**src/rtl/regs_pkg.sv**
```systemverilog
// Shared constants and types for the register-file writeback slice.
package regs_pkg;

    localparam int unsigned XLEN     = 32;
    localparam int unsigned AW       = 5;
    localparam int unsigned NREGS    = 2 ** AW;
    localparam int unsigned ZERO_REG = 0;

    typedef enum logic [1:0] {
        SEL_NONE,
        SEL_ALU,
        SEL_LOAD
    } wb_sel_e;

endpackage

```
**src/rtl/wb_fifo.sv**
```systemverilog
// Circular load-return buffer; pointers carry one extra wrap bit so full and empty are distinct.
module wb_fifo #(
    parameter int unsigned W     = 37,
    parameter int unsigned DEPTH = 4
) (
    input  logic         clk,
    input  logic         rst,
    input  logic         push,
    input  logic [W-1:0] push_data,
    input  logic         pop,
    output logic [W-1:0] pop_data,
    output logic         full,
    output logic         empty
);

    localparam int unsigned PW = $clog2(DEPTH);

    logic [PW:0]  wr_ptr;
    logic [PW:0]  rd_ptr;
    logic [W-1:0] mem [DEPTH];
    logic         do_push;
    logic         do_pop;

    assign empty    = (wr_ptr == rd_ptr);
    assign full     = (wr_ptr[PW] != rd_ptr[PW]) && (wr_ptr[PW-1:0] == rd_ptr[PW-1:0]);
    assign do_push  = push && !full;
    assign do_pop   = pop && !empty;
    assign pop_data = mem[rd_ptr[PW-1:0]];

    always_ff @(posedge clk or posedge rst) begin
        if (rst) begin
            wr_ptr <= '0;
            rd_ptr <= '0;
        end else begin
            if (do_push) wr_ptr <= wr_ptr + 1'b1;
            if (do_pop)  rd_ptr <= rd_ptr + 1'b1;
        end
    end

    // Storage is not reset: the pointers alone define which entries are live.
    always_ff @(posedge clk) begin
        if (do_push) mem[wr_ptr[PW-1:0]] <= push_data;
    end

endmodule

```
**src/rtl/regs_writeback.sv**
```systemverilog
// Register-file write-port master: arbitrates ALU results against buffered load returns
// and tracks outstanding load destinations.
module regs_writeback #(
    parameter int unsigned XLEN  = regs_pkg::XLEN,
    parameter int unsigned AW    = regs_pkg::AW,
    parameter int unsigned DEPTH = 4
) (
    input  logic              clk,
    input  logic              rst,
    input  logic              alu_valid,
    output logic              alu_ready,
    input  logic [AW-1:0]     alu_rd,
    input  logic [XLEN-1:0]   alu_data,
    input  logic              ld_valid,
    output logic              ld_ready,
    input  logic [AW-1:0]     ld_rd,
    input  logic [XLEN-1:0]   ld_data,
    input  logic              ld_issue,
    input  logic [AW-1:0]     ld_issue_rd,
    output logic [AW-1:0]     rd_addr,
    output logic [XLEN-1:0]   rd_data,
    output logic              write_en,
    output logic [2**AW-1:0]  pending
);

    import regs_pkg::*;

    localparam int unsigned NR = 2 ** AW;
    localparam int unsigned DW = AW + XLEN;

    wb_sel_e          sel;
    logic             fifo_full;
    logic             fifo_empty;
    logic             push;
    logic             pop;
    logic [DW-1:0]    head;
    logic [AW-1:0]    head_rd;
    logic [XLEN-1:0]  head_data;
    logic [AW-1:0]    wb_rd;
    logic [XLEN-1:0]  wb_data;
    logic             wb_we;
    logic [NR-1:0]    pending_next;

    wb_fifo #(
        .W     (DW),
        .DEPTH (DEPTH)
    ) u_fifo (
        .clk       (clk),
        .rst       (rst),
        .push      (push),
        .push_data ({ld_rd, ld_data}),
        .pop       (pop),
        .pop_data  (head),
        .full      (fifo_full),
        .empty     (fifo_empty)
    );

    assign head_rd   = head[DW-1:XLEN];
    assign head_data = head[XLEN-1:0];
    assign ld_ready  = !fifo_full;
    assign push      = ld_valid && ld_ready;
    assign pop       = (sel == SEL_LOAD);

    // A full FIFO pre-empts the ALU so loads always make forward progress.
    always_comb begin
        sel       = SEL_NONE;
        alu_ready = 1'b1;
        if (fifo_full) begin
            sel       = SEL_LOAD;
            alu_ready = 1'b0;
        end else if (alu_valid) begin
            sel = SEL_ALU;
        end else if (!fifo_empty) begin
            sel = SEL_LOAD;
        end
    end

    always_comb begin
        wb_rd   = '0;
        wb_data = '0;
        unique case (sel)
            SEL_ALU: begin
                wb_rd   = alu_rd;
                wb_data = alu_data;
            end
            SEL_LOAD: begin
                wb_rd   = head_rd;
                wb_data = head_data;
            end
            default: ;
        endcase
        wb_we = (sel != SEL_NONE) && (wb_rd != AW'(ZERO_REG));
    end

    // Clear for the draining load is applied first so a same-cycle reissue keeps the bit set.
    always_comb begin
        pending_next = pending;
        if (sel == SEL_LOAD) pending_next[head_rd] = 1'b0;
        if (ld_issue) pending_next[ld_issue_rd] = 1'b1;
        pending_next[ZERO_REG] = 1'b0;
    end

    always_ff @(posedge clk or posedge rst) begin
        if (rst) begin
            rd_addr  <= '0;
            rd_data  <= '0;
            write_en <= 1'b0;
            pending  <= '0;
        end else begin
            rd_addr  <= wb_rd;
            rd_data  <= wb_data;
            write_en <= wb_we;
            pending  <= pending_next;
        end
    end

endmodule

```
**config.mk**
```make
export PLATFORM = sky130hd
export DESIGN_NAME = regs_writeback
export DESIGN_NICKNAME = d
export VERILOG_FILES = /design/src/rtl/regs_pkg.sv /design/src/rtl/wb_fifo.sv /design/src/rtl/regs_writeback.sv
export SDC_FILE = /design/constraint.sdc
export NUM_CORES = 1
export LEC_CHECK = 0
export ABC_AREA = 1
export CAP_MARGIN = 20
export CELL_PAD_IN_SITES_DETAIL_PLACEMENT = 0
export CELL_PAD_IN_SITES_GLOBAL_PLACEMENT = 1
export CORE_MARGIN = 3
export CORE_UTILIZATION = 27
export CTS_CLUSTER_DIAMETER = 120
export DETAILED_ROUTE_END_ITERATION = 16
export PLACE_DENSITY = 0.56
export REMOVE_ABC_BUFFERS = 1
export SLEW_MARGIN = 20
export SYNTH_ARGS = -nofsm -noshare
export SYNTH_HDL_FRONTEND = slang
export SYNTH_SLANG_ARGS = --single-unit
```
**constraint.sdc**
```tcl
create_clock -name clk -period 3.35 [get_ports clk]
set_input_delay 0.335 -clock clk [delete_from_list [all_inputs] [get_ports clk]]
set_output_delay 0.335 -clock clk [all_outputs]
set_load 0.02 [all_outputs]
```
* Yosys cells after proc, flatten, opt, wreduce, memory -nomap -nowiden
Memory sizes are Yosys's and may differ from the RTL's. Index checks and enable logic that the tools add are counted.
Word-level totals: output and inout bits 72, flip-flop bits (word level) 75, memories kept 1, input bits 84, RAM bits 148
Cells by class: order comparisons 4, reduce and logical (&&, ||, !) cells 11, muxes and demuxes 14, $add $sub $neg 2, bitwise gates (word level) 3, eq/ne operators 5
Memory list:
- u_fifo.mem | words 4, bits a word 37, read ports 1, clocked after Yosys merged registers in 0, write ports 1, line wb_fifo.sv:20 | logic [W-1:0] mem [DEPTH];
Operators with widths (count):
- 32-bit two-way mux | 2
- 32-bit one-hot mux with 2 select lines | 1
- 32-bit bitwise AND | 1
- 32-bit NOT | 1
- 32-bit OR | 1
- 5-bit by 6-bit less-than comparator with 1-bit output, second input constant | 2
- 1-bit demux with 5-bit select | 2
- 5-bit by 1-bit greater-or-equal comparator with 1-bit output, second input constant | 2
- 5-bit one-hot mux with 2 select lines | 1
- 1-bit logical AND | 7
- 3-bit by 1-bit adder with 3-bit output, second input constant | 2
- 2-bit two-way mux | 3
- 1-bit two-way mux | 5
- 5-bit nonzero test | 1
- 3-bit equality test | 1
- 2-bit by 1-bit equality test with 1-bit output, second input constant | 1
- 2-bit equality test | 1
- 2-bit equality test, second input constant | 1
- 1-bit zero test | 2
- 2-bit nonzero test | 1
- 1-bit != test | 1

* Longest topological paths before layout
Gate-level depths: netlist (run 1). An unclocked memory read counts as a cell.
depth in word-level cells 10, mapped depth 12

* By module
From an unflattened synthesis (run 1), not the netlist that was laid out.
Unflattened totals: cells, all modules 690, area, all modules 8692.1 um^2
By module, submodules not included:
- wb_fifo | cells an instance 420, sequential area each 4594.4 um^2, area an instance 5909.4 um^2, instances 1
- regs_writeback | cells an instance 270, sequential area each 1726.7 um^2, area an instance 2782.7 um^2, instances 1

* Worst setup path after synthesis (run 1)
No wires, ideal clock.
kind register to register, start point register u_fifo.rd_ptr[1], end point memory u_fifo.mem[3][0], enable pin, cell stages (with the launch flop) 7, data required time 2.916 ns, path slack 0.328 ns, arrival time 2.588 ns, path buffers 1, setup time 0.434 ns, cells stage by stage dfrtp_1 > buf_6 > nand2_1 > nand2_2 > nand3_4 > nand2_2 > nor2_1
On the way: longest elaborated chain between the ends 7
RTL lines:
- start: declaration | line wb_fifo.sv:19 | logic [PW:0] rd_ptr;
- start signal: assignment | line wb_fifo.sv:36 | if (do_pop) rd_ptr <= rd_ptr + 1'b1;
- 2-bit equality test * | line wb_fifo.sv:25 | assign full = (wr_ptr[PW] != rd_ptr[PW]) && (wr_ptr[PW-1:0] == rd_ptr[PW-1:0]);
- 1-bit logical AND * | line wb_fifo.sv:25
- 1-bit zero test * | line wb_fifo.sv:26, regs_writeback.sv:60
- 1-bit logical AND | line regs_writeback.sv:61 | assign push = ld_valid && ld_ready;
- 1-bit logical AND * | line wb_fifo.sv:26 | assign do_push = push && !full;
- 1-bit two-way mux * | line wb_fifo.sv:42 | if (do_push) mem[wr_ptr[PW-1:0]] <= push_data;
- 1-bit two-way mux (not written as such) * | line wb_fifo.sv:42
- end: declaration | line wb_fifo.sv:20
Mark *: on every way between the ends. The rest lies on a longest branch, timed or not.

* Worst setup path in the final report (run 1)
start point register u_fifo.rd_ptr[1], end point register pending[1]
On the way: longest elaborated chain between the ends 10
RTL lines:
- memory 4 x 37 bit
- 5-bit by 6-bit less-than comparator with 1-bit output (not written as such) / 5-bit by 1-bit greater-or-equal comparator with 1-bit output (equally long branches) | line regs_writeback.sv:98 | if (sel == SEL_LOAD) pending_next[head_rd] = 1'b0;
- 1-bit logical AND (not written as such) | line regs_writeback.sv:98
- 1-bit two-way mux (not written as such) | line regs_writeback.sv:98
- 1-bit demux with 5-bit select | line regs_writeback.sv:98
- 32-bit NOT (no line)
- 32-bit bitwise AND (no line)
- 32-bit two-way mux * | line regs_writeback.sv:98
- 32-bit OR (no line)
- 32-bit two-way mux * | line regs_writeback.sv:99 | if (ld_issue) pending_next[ld_issue_rd] = 1'b1;
- named net pending_next[1] | line regs_writeback.sv:42 | logic [NR-1:0] pending_next;
- end signal: assignment | line regs_writeback.sv:113 | pending <= pending_next;
- end: declaration | line regs_writeback.sv:23 | output logic [2**AW-1:0] pending
Mark *: on every way through the listed nets, which the timed path passes. The rest lies on a longest branch. A chain may end at the register's enable or synchronous reset.

==> results.md, run 1 <==
- Max Fclk: a little under 0.4 GHz
- Area of the placeable core: 33600 sq um
- Starting utilization of the core area: 0.274
- Setup repair after global routing missed its margin: false
- Worst slack at placement: between 700 and 800 ps
- Critical path buffer and inverter count: 3
- Critical path cell sequence: inv_6 > buf_4 > nand3_1 > nand2_2 > inv_2 > nor2_2 > nand2_1 > o21ai_1 > nand2_1
- Grt ovf: 0
- Number of hold buffers added after CTS: 0
- Path class of the lowest-slack min-delay path: in2async
- Number of gates resized after cts: 0
- Instance area at placement: approximately 11000 sq um
- Ports placed on the boundary: 156
- Clock insertion delay at the later pin of the skew report: 550 ps
- Utilization after layout: 0.360
- Worst R2R Setup Slack: around 770 ps
- Layout cells sized above 1: 0.104
- Final estimated routing congestion in global placement: a little over 0.7
- IR Drop Worst-Case VDD: approximately 0.39 mV
- Share of synthesized flip-flops with an asynchronous set or reset: 0.336
- ANT nets after route: 0
- Final worst hold slack: 176 ps
- Area growth from synthesis to layout: 31.4%
- Worst clock skew on the final layout: ~26 ps
- Largest incremental delay on the critical path: between 500 and 600 ps
- Pin count of the biggest net entering global routing: 60
- Avg Cell Area, Syn: about 11 sq um
- Number of warnings reported in the yosys synthesis log: 0
- Worst r2r src: u_fifo.rd_ptr[1]
- Hold violation count in the final report: 0
- First-pass iteration count of the detailed router: 5
- Number of standard cells after synthesis: a little over 800
- Total standard cell area after synthesis: 9210 sq um
- Slack of the critical path: 768 ps
- Synth top area share: 0.482
- Worst endpoint data arrival time: 2990 ps
- Count of cells along the worst register-to-register path: 9
- Detailed placer's ending HPWL: roughly 15000 um
- Yosys reg bits: 223
- Post-synthesis cell type with the largest combined area: sky130_fd_sc_hd__edfxtp_1
- Final worst path period need: 2580 ps
- Bufs on Longest Clock Path: 3
- Clk Tree Root Cell: sky130_fd_sc_hd__clkbuf_16
- Transition time at the pin with the least slew margin: roughly 900 ps
- Total clock buffers created by CTS: 26
- Startpoint kind of the worst setup timing path: flip-flop
- Run status: complete, no violations
- Standard cell with the maximum stage delay on the critical path: sky130_fd_sc_hd__dfrtp_1
- Maximum fanout encountered on the critical timing path: between 50 and 60
- Setup violators final: 0
- Number of H-tree levels: 1
- Post-CTS Repair Setup Buffers: 0
- GRT Overall Usage: 0.128
- Leading register cell type out of synthesis: sky130_fd_sc_hd__edfxtp_1
- Antenna violations before repair: 1
- Clock tree from TritonCTS: built
- Critical path start-end classification: reg2reg
- Horizontal die dimension: 191 um
- Number of design-rule violations left by the first detailed-router iteration: roughly 330
- Vias in the first global route: just over 6000
- Die span in y: approximately 190 um
- Top post-synthesis cells by count: sky130_fd_sc_hd__nand2_1, sky130_fd_sc_hd__edfxtp_1, sky130_fd_sc_hd__dfrtp_1
- Vias per inst: approximately 4.3
- Final net count: 1072
- Vias: between 6000 and 7000
- Portion of the clock cycle consumed by the worst path in the final layout: 0.771
- Buffers on Ports: roughly 150
- Library cell appearing most often on the critical path: sky130_fd_sc_hd__nand2_1
- Power, Total: ~12 mW
- First-pass GRT wire length: between 30000 and 40000 um
- Max capacitance violation total: 0
- Average wire length per cell after detail routing: ~16 um
- Row count: 67
- Cell family with most CP delay: buffers and inverters
- Drt total wl: between 20000 and 25000 um
- Die ar.: between 30000 and 40000 sq um
- Sequential element share of the synthesized area: 0.686
- Post-synth EDFFs: between 100 and 150
- Terminus of the critical flop-to-flop path: pending[1]
- WP data required: about 3800 ps
- Sinks on the clock net: 223
- Most repeated cell in the gate-level netlist after synthesis: sky130_fd_sc_hd__nand2_1
- Reported leakage power: ~4.7 nW
- CP endpoint kind: flip-flop
- N_diodes: 0
- Number of library cell types mapped by synthesis: 28
- Max-slew violations: 0
- Detailed-route DRC error count: 0
- Most area-consuming cells after synthesis: sky130_fd_sc_hd__edfxtp_1, sky130_fd_sc_hd__dfrtp_1, sky130_fd_sc_hd__nand2_1
- Ratio of total power to cell area: 955 nW/um^2
- Fill cell total of the finished layout: between 3000 and 4000
- Slew Limit Headroom: 0.403
- Clock Pin Slew Worst Setup and Hold Paths: 60 ps
- Total non-filler cell area in the finished layout: approximately 12000 sq um
-- metrics by stage --
stage	TNS (ps)	cells
4_1_cts	0	1451
6_report	0	1451
5_1_grt	0	1451
2_1_floorplan	-37610	792
3_3_place_gp	0	1403
3_5_place_dp	0	1403
-- flip-flops by register name, summed over array words and instances (netlist names) --
| signal | flops |
|---|---|
| pending | 31 |
| rd_addr | 5 |
| rd_data | 32 |
| u_fifo.mem | 148 |
| u_fifo.rd_ptr | 3 |
| u_fifo.wr_ptr | 3 |
| write_en | 1 |
-- area by class of cell --
cell class,count,area [sq um],share of cell area
clock buffers,34,681,0.0562
clock inverters,14,196,0.0162
inverters,57,226,0.0187
multi-input cells,512,2480,0.205
flip-flops and latches,223,6320,0.522
well taps,448,561,0.0463
repair buffers,163,1630,0.135
-- report_power, final --
group	total (mW)	leakage, nW	internal [mW]	switching (mW)
clock	2.88	0.429	1.75	1.13
combinational	4.51	2.04	1.56	2.95
sequential	4.18	2.27	3.81	0.364
total	11.6	4.74	7.12	4.44
-- routing by layer --
metal / global-route usage / vias to the layer above / share of wire
met3: 0.0292 / 31 / 0.061
li1: - / 3111 / -
met5: 0 / - / 0.00055
met1: 0.173 / 2928 / 0.46
met2: 0.211 / 165 / 0.46
met4: 0.0274 / 2 / 0.018
-- logic make-up after synthesis --
group,count (synthesis),share of synthesized area
AND/OR/NAND/NOR,346,0.164
other,1,0.000407
adder cells (fa/ha/maj),5,0.00679
AO/OA/AOI/OAI,155,0.0883
buffers and inverters,93,0.0474
flip-flops,223,0.686
XOR/XNOR,5,0.00679
-- worst max-delay path by stage --
stage,cells past startpoint,slack (ps),from,to
2_1_floorplan,4,-300,u_fifo.rd_ptr[0],u_fifo.mem[3][0]
3_3_place_gp,9,780,u_fifo.rd_ptr[1],pending[3]
3_5_place_dp,9,750,u_fifo.rd_ptr[1],pending[1]
4_1_cts,5,710,u_fifo.rd_ptr[1],alu_ready
5_1_grt,9,450,u_fifo.rd_ptr[1],pending[1]
6_report,9,770,u_fifo.rd_ptr[1],pending[1]
-- cells in the final DEF (no fill, tap or decap), drive strengths merged --
master / synthesis / final
a21oi: 65 / 65
nand2: 272 / 272
nor2: 20 / 20
o21ai: 90 / 90
edfxtp: 148 / 148
clkdlybuf4s50: 0 / 154
xnor2: 1 / 1
clkinv: 0 / 10
conb: 1 / 1
bufinv: 0 / 4
inv: 57 / 57
dfrtp: 75 / 75
nor3: 9 / 9
ha: 5 / 5
nand3: 45 / 45
buf: 27 / 9
xor2: 4 / 4
clkbuf: 9 / 34
Power figures use the tool's default switching activity.
==> run 2, diff against run 1 <==
PLACE_DENSITY = 0.58   (was 0.56)
clock period = 2.05 ns   (was 3.35 ns; I/O delays follow)
==> run 2 against run 1 <==
Compared with the run above: clock power increased by 60%; highest routed layer is now met4; clock skew decreased by 3.5 ps; critical path depth decreased by 6; hold slack got worse by 140 ps; power increased by 66%; largest cell class unchanged.
==> results.md, run 2 (same netlist as run 1, synthesis figures left out) <==
- Most frequent cells in the layout: sky130_fd_sc_hd__nand2_1, sky130_fd_sc_hd__clkdlybuf4s50_1, sky130_fd_sc_hd__edfxtp_1 (unchanged)
- Reported leakage power: 4.86 nW (was 4.74 nW)
- Number of design-rule violations left by the first detailed-router iteration: 406 (was 331)
- Pin count of the biggest net entering global routing: 91 (was 60)
- Transition time at the pin with the least slew margin: 596 ps (was 889 ps)
- Instance area at placement: 11500 sq um (was 11200 sq um)
- Slack of the critical path: 50.4 ps (was 768 ps)
- Row count: 67 (unchanged)
- IR Drop Worst-Case VDD: 0.741 mV (was 0.395 mV)
- Number of H-tree levels: 1 (unchanged)
- Number of hold buffers added after CTS: 0 (unchanged)
- Die span in y: 191 um (unchanged)
- Drt total wl: 24000 um (was 23500 um)
- Vias in the first global route: 6422 (was 6215)
- Final worst path period need: 2000 ps
- Starting utilization of the core area: 0.274 (unchanged)
- Proportion of power drawn by the clock network: 0.240 (was 0.249)
- Ratio of total power to cell area: 1560 nW/um^2 (was 955 nW/um^2)
- Vias per inst: 4.34 (was 4.30)
- Max-slew violations: 0 (unchanged)
- Max Fclk: between 0.5 and 0.6 GHz
- Cell internal power dissipation: 11.9 mW (was 7.12 mW)
- Setup repair after global routing missed its margin: true (was false)
- Layout cells sized above 1: 0.125 (was 0.104)
- Worst clock skew on the final layout: 22.9 ps (was 26.4 ps)
- Total clock buffers created by CTS: 26 (unchanged)
- Hold violation count in the final report: 0 (unchanged)
- Grt ovf: 0 (unchanged)
- First-pass GRT wire length: 37700 um (was 36300 um)
- Switching share of power: 0.383 (was 0.384)
- Reg area: 6320 sq um (unchanged)
- Total non-filler cell area in the finished layout: 12300 sq um (was 12100 sq um)
- Critical path start-end classification: reg2out (was reg2reg)
- GRT Overall Usage: 0.133 (was 0.128)
- Portion of the clock cycle consumed by the worst path in the final layout: 0.975
- Maximum fanout encountered on the critical timing path: 10 (was 59)
- Slew Limit Headroom: 0.599 (was 0.403)
- Combinational Power Share: 0.407 (was 0.390)
- Max reg flops: 148 (unchanged)
- Worst R2R Setup Slack: 210 ps (was 770 ps)
- Setup violators final: 0 (unchanged)
- Switching power of the nets: 7.37 mW (was 4.44 mW)
- Clock tree from TritonCTS: built (unchanged)
- Final estimated routing congestion in global placement: 0.749 (was 0.704)
- Fill cell total of the finished layout: 3303 (was 3334)
- First-pass iteration count of the detailed router: 4 (was 5)
- N_diodes: 0 (unchanged)
- Horizontal die dimension: 191 um (unchanged)
- Buffers on Ports: 154 (unchanged)
- Clk Tree Root Cell: sky130_fd_sc_hd__clkbuf_16 (unchanged)
- Max capacitance violation total: 0 (unchanged)
- ANT nets after route: 0 (unchanged)
- Sequential share of power: 0.353 (was 0.361)
- Run status: complete, no violations (unchanged)
- Most common cell after layout, fill and taps aside: sky130_fd_sc_hd__nand2_1 (unchanged)
- Detailed-route DRC error count: 0 (unchanged)
- CP endpoint kind: output pin (was flip-flop)
- Area growth from synthesis to layout: 33.8% (was 31.4%)
- Startpoint kind of the worst setup timing path: flip-flop (unchanged)
- Area of the placeable core: 33600 sq um (unchanged)
- Count of cells along the worst register-to-register path: 6 (was 9)
- Vias: 6377 (was 6237)
- Final net count: 1092 (was 1072)
- WP data required: 1850 ps (was 3760 ps)
- Area of combinational cells with multiple inputs: 2480 sq um (unchanged)
- Clock Pin Slew Worst Setup and Hold Paths: 60 ps (about the same)
- Average wire length per cell after detail routing: 16.3 um (was 16.2 um)
- Worst endpoint data arrival time: 1790 ps (was 2990 ps)
- Bufs on Longest Clock Path: 3 (unchanged)
- Path class of the lowest-slack min-delay path: in2async (unchanged)
- Worst slack at placement: 114 ps (was 746 ps)
- Sinks on the clock net: 223 (unchanged)
- Antenna violations before repair: 0 (was 1)
- Clock insertion delay at the later pin of the skew report: 540 ps (was 550 ps)
- Die ar.: 36400 sq um (unchanged)
- Ports placed on the boundary: 156 (unchanged)
- Detailed placer's ending HPWL: 15700 um (was 14600 um)
run 2: cell count changes in the layout (fill, tap and decap cells not counted), moves of 3 or more:
cell | previous run | this run
sky130_fd_sc_hd__clkbuf_1 | 8 | 5
sky130_fd_sc_hd__clkbuf_8 | 0 | 5
sky130_fd_sc_hd__buf_12 | 2 | 8
sky130_fd_sc_hd__buf_4 | 7 | 21
run 2: path summary, 6_finish.rpt:
| check | to | from |
|---|---|---|
| max reg2reg | pending[28] | u_fifo.rd_ptr[0] |
| min reg2reg | pending[2] | pending[2] |
| max | alu_ready | u_fifo.rd_ptr[0] |
| max in group asynchronous | u_fifo.rd_ptr[0] | rst |
| min in group clk | rd_data[28] | alu_data[28] |
| min | rd_data[10] | rst |
run 2: area by class of cell:
class,count,area share
clock buffer,36,0.0599
clock inverter,11,0.0110
inverter,57,0.0186
multi-input combinational,512,0.202
sequential,223,0.513
tap,448,0.0455
timing repair buffer,183,0.151
run 2: repair_timing:
| item | CTS | global route |
|---|---|---|
| gates resized for setup | 2 | 2 |
| buffers inserted | 0 | 0 |
| endpoints found under the hold margin | 0 | 0 |
| setup endpoints to repair | 2 | 3 |
run 2: power by group through the flow:
stage          Combinational [mW]  Clock, mW  Sequential [mW]
3_3_place_gp                 7.92          0             6.88
3_5_place_dp                 7.97          0             6.89
5_1_grt                      8.69       4.95             6.92
4_1_cts                      7.98       4.77             6.81
6_report                     7.82       4.61             6.79
2_1_floorplan                3.45          0             7.68
run 2: critical path, cell delays in order, from the launching register on:
cell and delay (ps):
sky130_fd_sc_hd__dfrtp_2 510, sky130_fd_sc_hd__xnor2_4 210, sky130_fd_sc_hd__nand3_4 170, sky130_fd_sc_hd__dlygate4sd2_1 380
run 2: stage by stage:
stage / TNS, ps / power (mW) / hold slack, ps / std cells / utilization
after floorplan: -262100 / 11.1 / 304 / 792 / -
after global placement: 0 / 14.8 / 467 / 1423 / 0.341
after detailed placement: 0 / 14.9 / 471 / 1423 / 0.341
after CTS: 0 / 19.6 / 35.6 / 1470 / 0.367
after global routing: -86.9 / 20.6 / 61.0 / 1470 / 0.367
final: 0 / 19.2 / 39.3 / 1470 / 0.367
run 2: routing by layer:
layer | wire [um] | vias to the layer above | share of wire | global-route usage
met5 | 0 | - | 0 | 0
met4 | 471 | 0 | 0.020 | 0.0291
met3 | 1350 | 34 | 0.056 | 0.0300
met2 | 10800 | 143 | 0.45 | 0.214
met1 | 11400 | 3056 | 0.47 | 0.184
li1 | - | 3144 | - | -
==> run 3, diff against run 2 <==
--- a/config.mk
+++ b/config.mk
@@ -7,5 +7,4 @@
 export LEC_CHECK = 0
 export ABC_AREA = 1
-export CAP_MARGIN = 20
 export CELL_PAD_IN_SITES_DETAIL_PLACEMENT = 0
 export CELL_PAD_IN_SITES_GLOBAL_PLACEMENT = 1
==> constraint.sdc (replaced) <==
create_clock -name clk -period 2.05 [get_ports clk]
set_input_delay 0.205 -clock clk [delete_from_list [all_inputs] [get_ports clk]]
set_output_delay 0.205 -clock clk [all_outputs]
set_load 0.1 [all_outputs]
==> run 3 against run 2 <==
Compared with the run above: global-route usage fell by 0.17 points; maximum frequency increased by 2.5%; routed wire length fell by 0.41%; non-clock buffer count rose by 2; critical path type unchanged; register-to-register slack is essentially flat; worst setup slack improved by 49 ps; highest routed layer unchanged; sequential share of layout area is 0.51 points higher; clock-buffer cell count decreased by 2.
==> results.md, run 3 (same netlist as run 1, synthesis figures left out) <==
- Setup violators final: 0 (unchanged)
- First-pass GRT wire length: 37000 um (was 37700 um)
- Clock Pin Slew Worst Setup and Hold Paths: 60 ps (about the same)
- CP endpoint kind: output pin (unchanged)
- Detailed-route DRC error count: 0 (unchanged)
- Die ar.: 36400 sq um (unchanged)
- Path class of the lowest-slack min-delay path: in2async (unchanged)
- Drt total wl: 23900 um (was 24000 um)
- Final estimated routing congestion in global placement: 0.730 (was 0.749)
- Worst endpoint data arrival time: 1750 ps (was 1790 ps)
- Total clock buffers created by CTS: 25 (was 26)
- Fill cell total of the finished layout: 3286 (was 3303)
- N_diodes: 0 (unchanged)
- Area growth from synthesis to layout: 32.5% (was 33.8%)
- Worst r2r src: u_fifo.rd_ptr[0] (unchanged)
- Ports placed on the boundary: 156 (unchanged)
- First-pass iteration count of the detailed router: 5 (was 4)
- Starting utilization of the core area: 0.274 (unchanged)
- ANT nets after route: 0 (unchanged)
- Number of design-rule violations left by the first detailed-router iteration: 389 (was 406)
- Worst clock skew on the final layout: 14.2 ps (was 22.9 ps)
- Hold violation count in the final report: 0 (unchanged)
- Detailed placer's ending HPWL: 15600 um (was 15700 um)
- Critical path start-end classification: reg2out (unchanged)
- Clk Tree Root Cell: sky130_fd_sc_hd__clkbuf_16 (unchanged)
- Row count: 67 (unchanged)
- Vias: 6380 (was 6377)
- Final worst path period need: 1950 ps (was 2000 ps)
- Portion of the clock cycle consumed by the worst path in the final layout: 0.951 (was 0.975)
- Max reg flops: 148 (unchanged)
- Most frequent cells in the layout: sky130_fd_sc_hd__nand2_1, sky130_fd_sc_hd__edfxtp_1, sky130_fd_sc_hd__buf_4 (was sky130_fd_sc_hd__nand2_1, sky130_fd_sc_hd__clkdlybuf4s50_1, sky130_fd_sc_hd__edfxtp_1)
- Most common cell after layout, fill and taps aside: sky130_fd_sc_hd__nand2_1 (unchanged)
- Clock insertion delay at the later pin of the skew report: 520 ps (was 540 ps)
- Buffers on Ports: 154 (unchanged)
- Area of the placeable core: 33600 sq um (unchanged)
- Grt ovf: 0 (unchanged)
- GRT Overall Usage: 0.131 (was 0.133)
- Run status: complete, no violations (unchanged)
- Number of H-tree levels: 1 (unchanged)
- Setup TNS: 0 ps (unchanged)
- Antenna violations before repair: 0 (unchanged)
- Transition time at the pin with the least slew margin: 583 ps (was 596 ps)
- Worst setup path start: u_fifo.rd_ptr[0] (unchanged)
- Pin count of the biggest net entering global routing: 56 (was 91)
- Vias per inst: 4.34 (about the same)
- Vias in the first global route: 6330 (was 6422)
- Worst slack at placement: 74.2 ps (was 114 ps)
- WP data required: 1850 ps (about the same)
- Clock tree from TritonCTS: built (unchanged)
- Max-slew violations: 0 (unchanged)
- Slack of the critical path: 99.5 ps (was 50.4 ps)
- Die span in y: 191 um (unchanged)
- Slew Limit Headroom: 0.608 (was 0.599)
- Count of cells along the worst register-to-register path: 9 (was 6)
- Final net count: 1094 (was 1092)
- Bufs on Longest Clock Path: 3 (unchanged)
- Average wire length per cell after detail routing: 16.3 um (about the same)
- Maximum fanout encountered on the critical timing path: 11 (was 10)
- Horizontal die dimension: 191 um (unchanged)
- Startpoint kind of the worst setup timing path: flip-flop (unchanged)
- Layout cells sized above 1: 0.196 (was 0.125)
- Max capacitance violation total: 0 (unchanged)
- Max Fclk: 0.513 GHz (was 0.500 GHz)
- Sinks on the clock net: 223 (unchanged)
- Number of hold buffers added after CTS: 0 (unchanged)
- Setup repair after global routing missed its margin: false (was true)
-- run 3: timing repair --
action	CTS	global route
setup endpoints to repair	0	9
resized for setup	0	5
endpoints found under the hold margin	0	0
buffers inserted	0	1
-- run 3: final timing paths --
kind	endpoint	slack, ps
setup / recovery	alu_ready	100
hold / removal	pending[11]	80
setup reg to reg	pending[7]	220
hold reg to reg	pending[1]	480
max in group asynchronous	u_fifo.rd_ptr[0]	1440
min in group clk	rd_data[3]	230
-- run 3: metrics by stage --
step | instance area (sq um) | hold WS [ps] | instances | utilization
6_report | 12200 | 78.7 | 1471 | 0.363
5_1_grt | 12200 | 111 | 1471 | 0.363
4_1_cts | 12200 | 89.6 | 1469 | 0.362
3_5_place_dp | 11300 | 474 | 1424 | 0.337
3_3_place_gp | 11300 | 463 | 1424 | 0.337
2_1_floorplan | 9000 | 304 | 792 | -
-- run 3: final cells by class --
| class | instances | area (sq um) | share of cell area |
|---|---|---|---|
| inverters | 57 | 231 | 0.0190 |
| clock inverters | 11 | 156 | 0.0128 |
| well taps | 448 | 561 | 0.0459 |
| repair inverters | 1 | 6.26 | 0.000513 |
| clock buffers | 34 | 709 | 0.0581 |
| multi-input cells | 512 | 2480 | 0.203 |
| repair buffers | 185 | 1730 | 0.142 |
| flip-flops and latches | 223 | 6320 | 0.518 |
-- run 3: metal layers --
metal	GRT usage	share of wire	vias up
met2	0.208	0.45	160
met4	0.0319	0.018	0
met1	0.185	0.47	3041
li1	-	-	3149
met3	0.0257	0.058	30
met5	0	0	-
-- run 3: critical path, cell delays in order (launching register included) --
cell                      delay, ps
sky130_fd_sc_hd__dfrtp_2        520
sky130_fd_sc_hd__xnor2_4        220
sky130_fd_sc_hd__nand3_4        120
sky130_fd_sc_hd__buf_4          200
sky130_fd_sc_hd__buf_12         170
Power of run 3 is left out: the tool's default activity adds up to more than one toggle a clock period on the data nets, which glitch-free logic cannot reach.
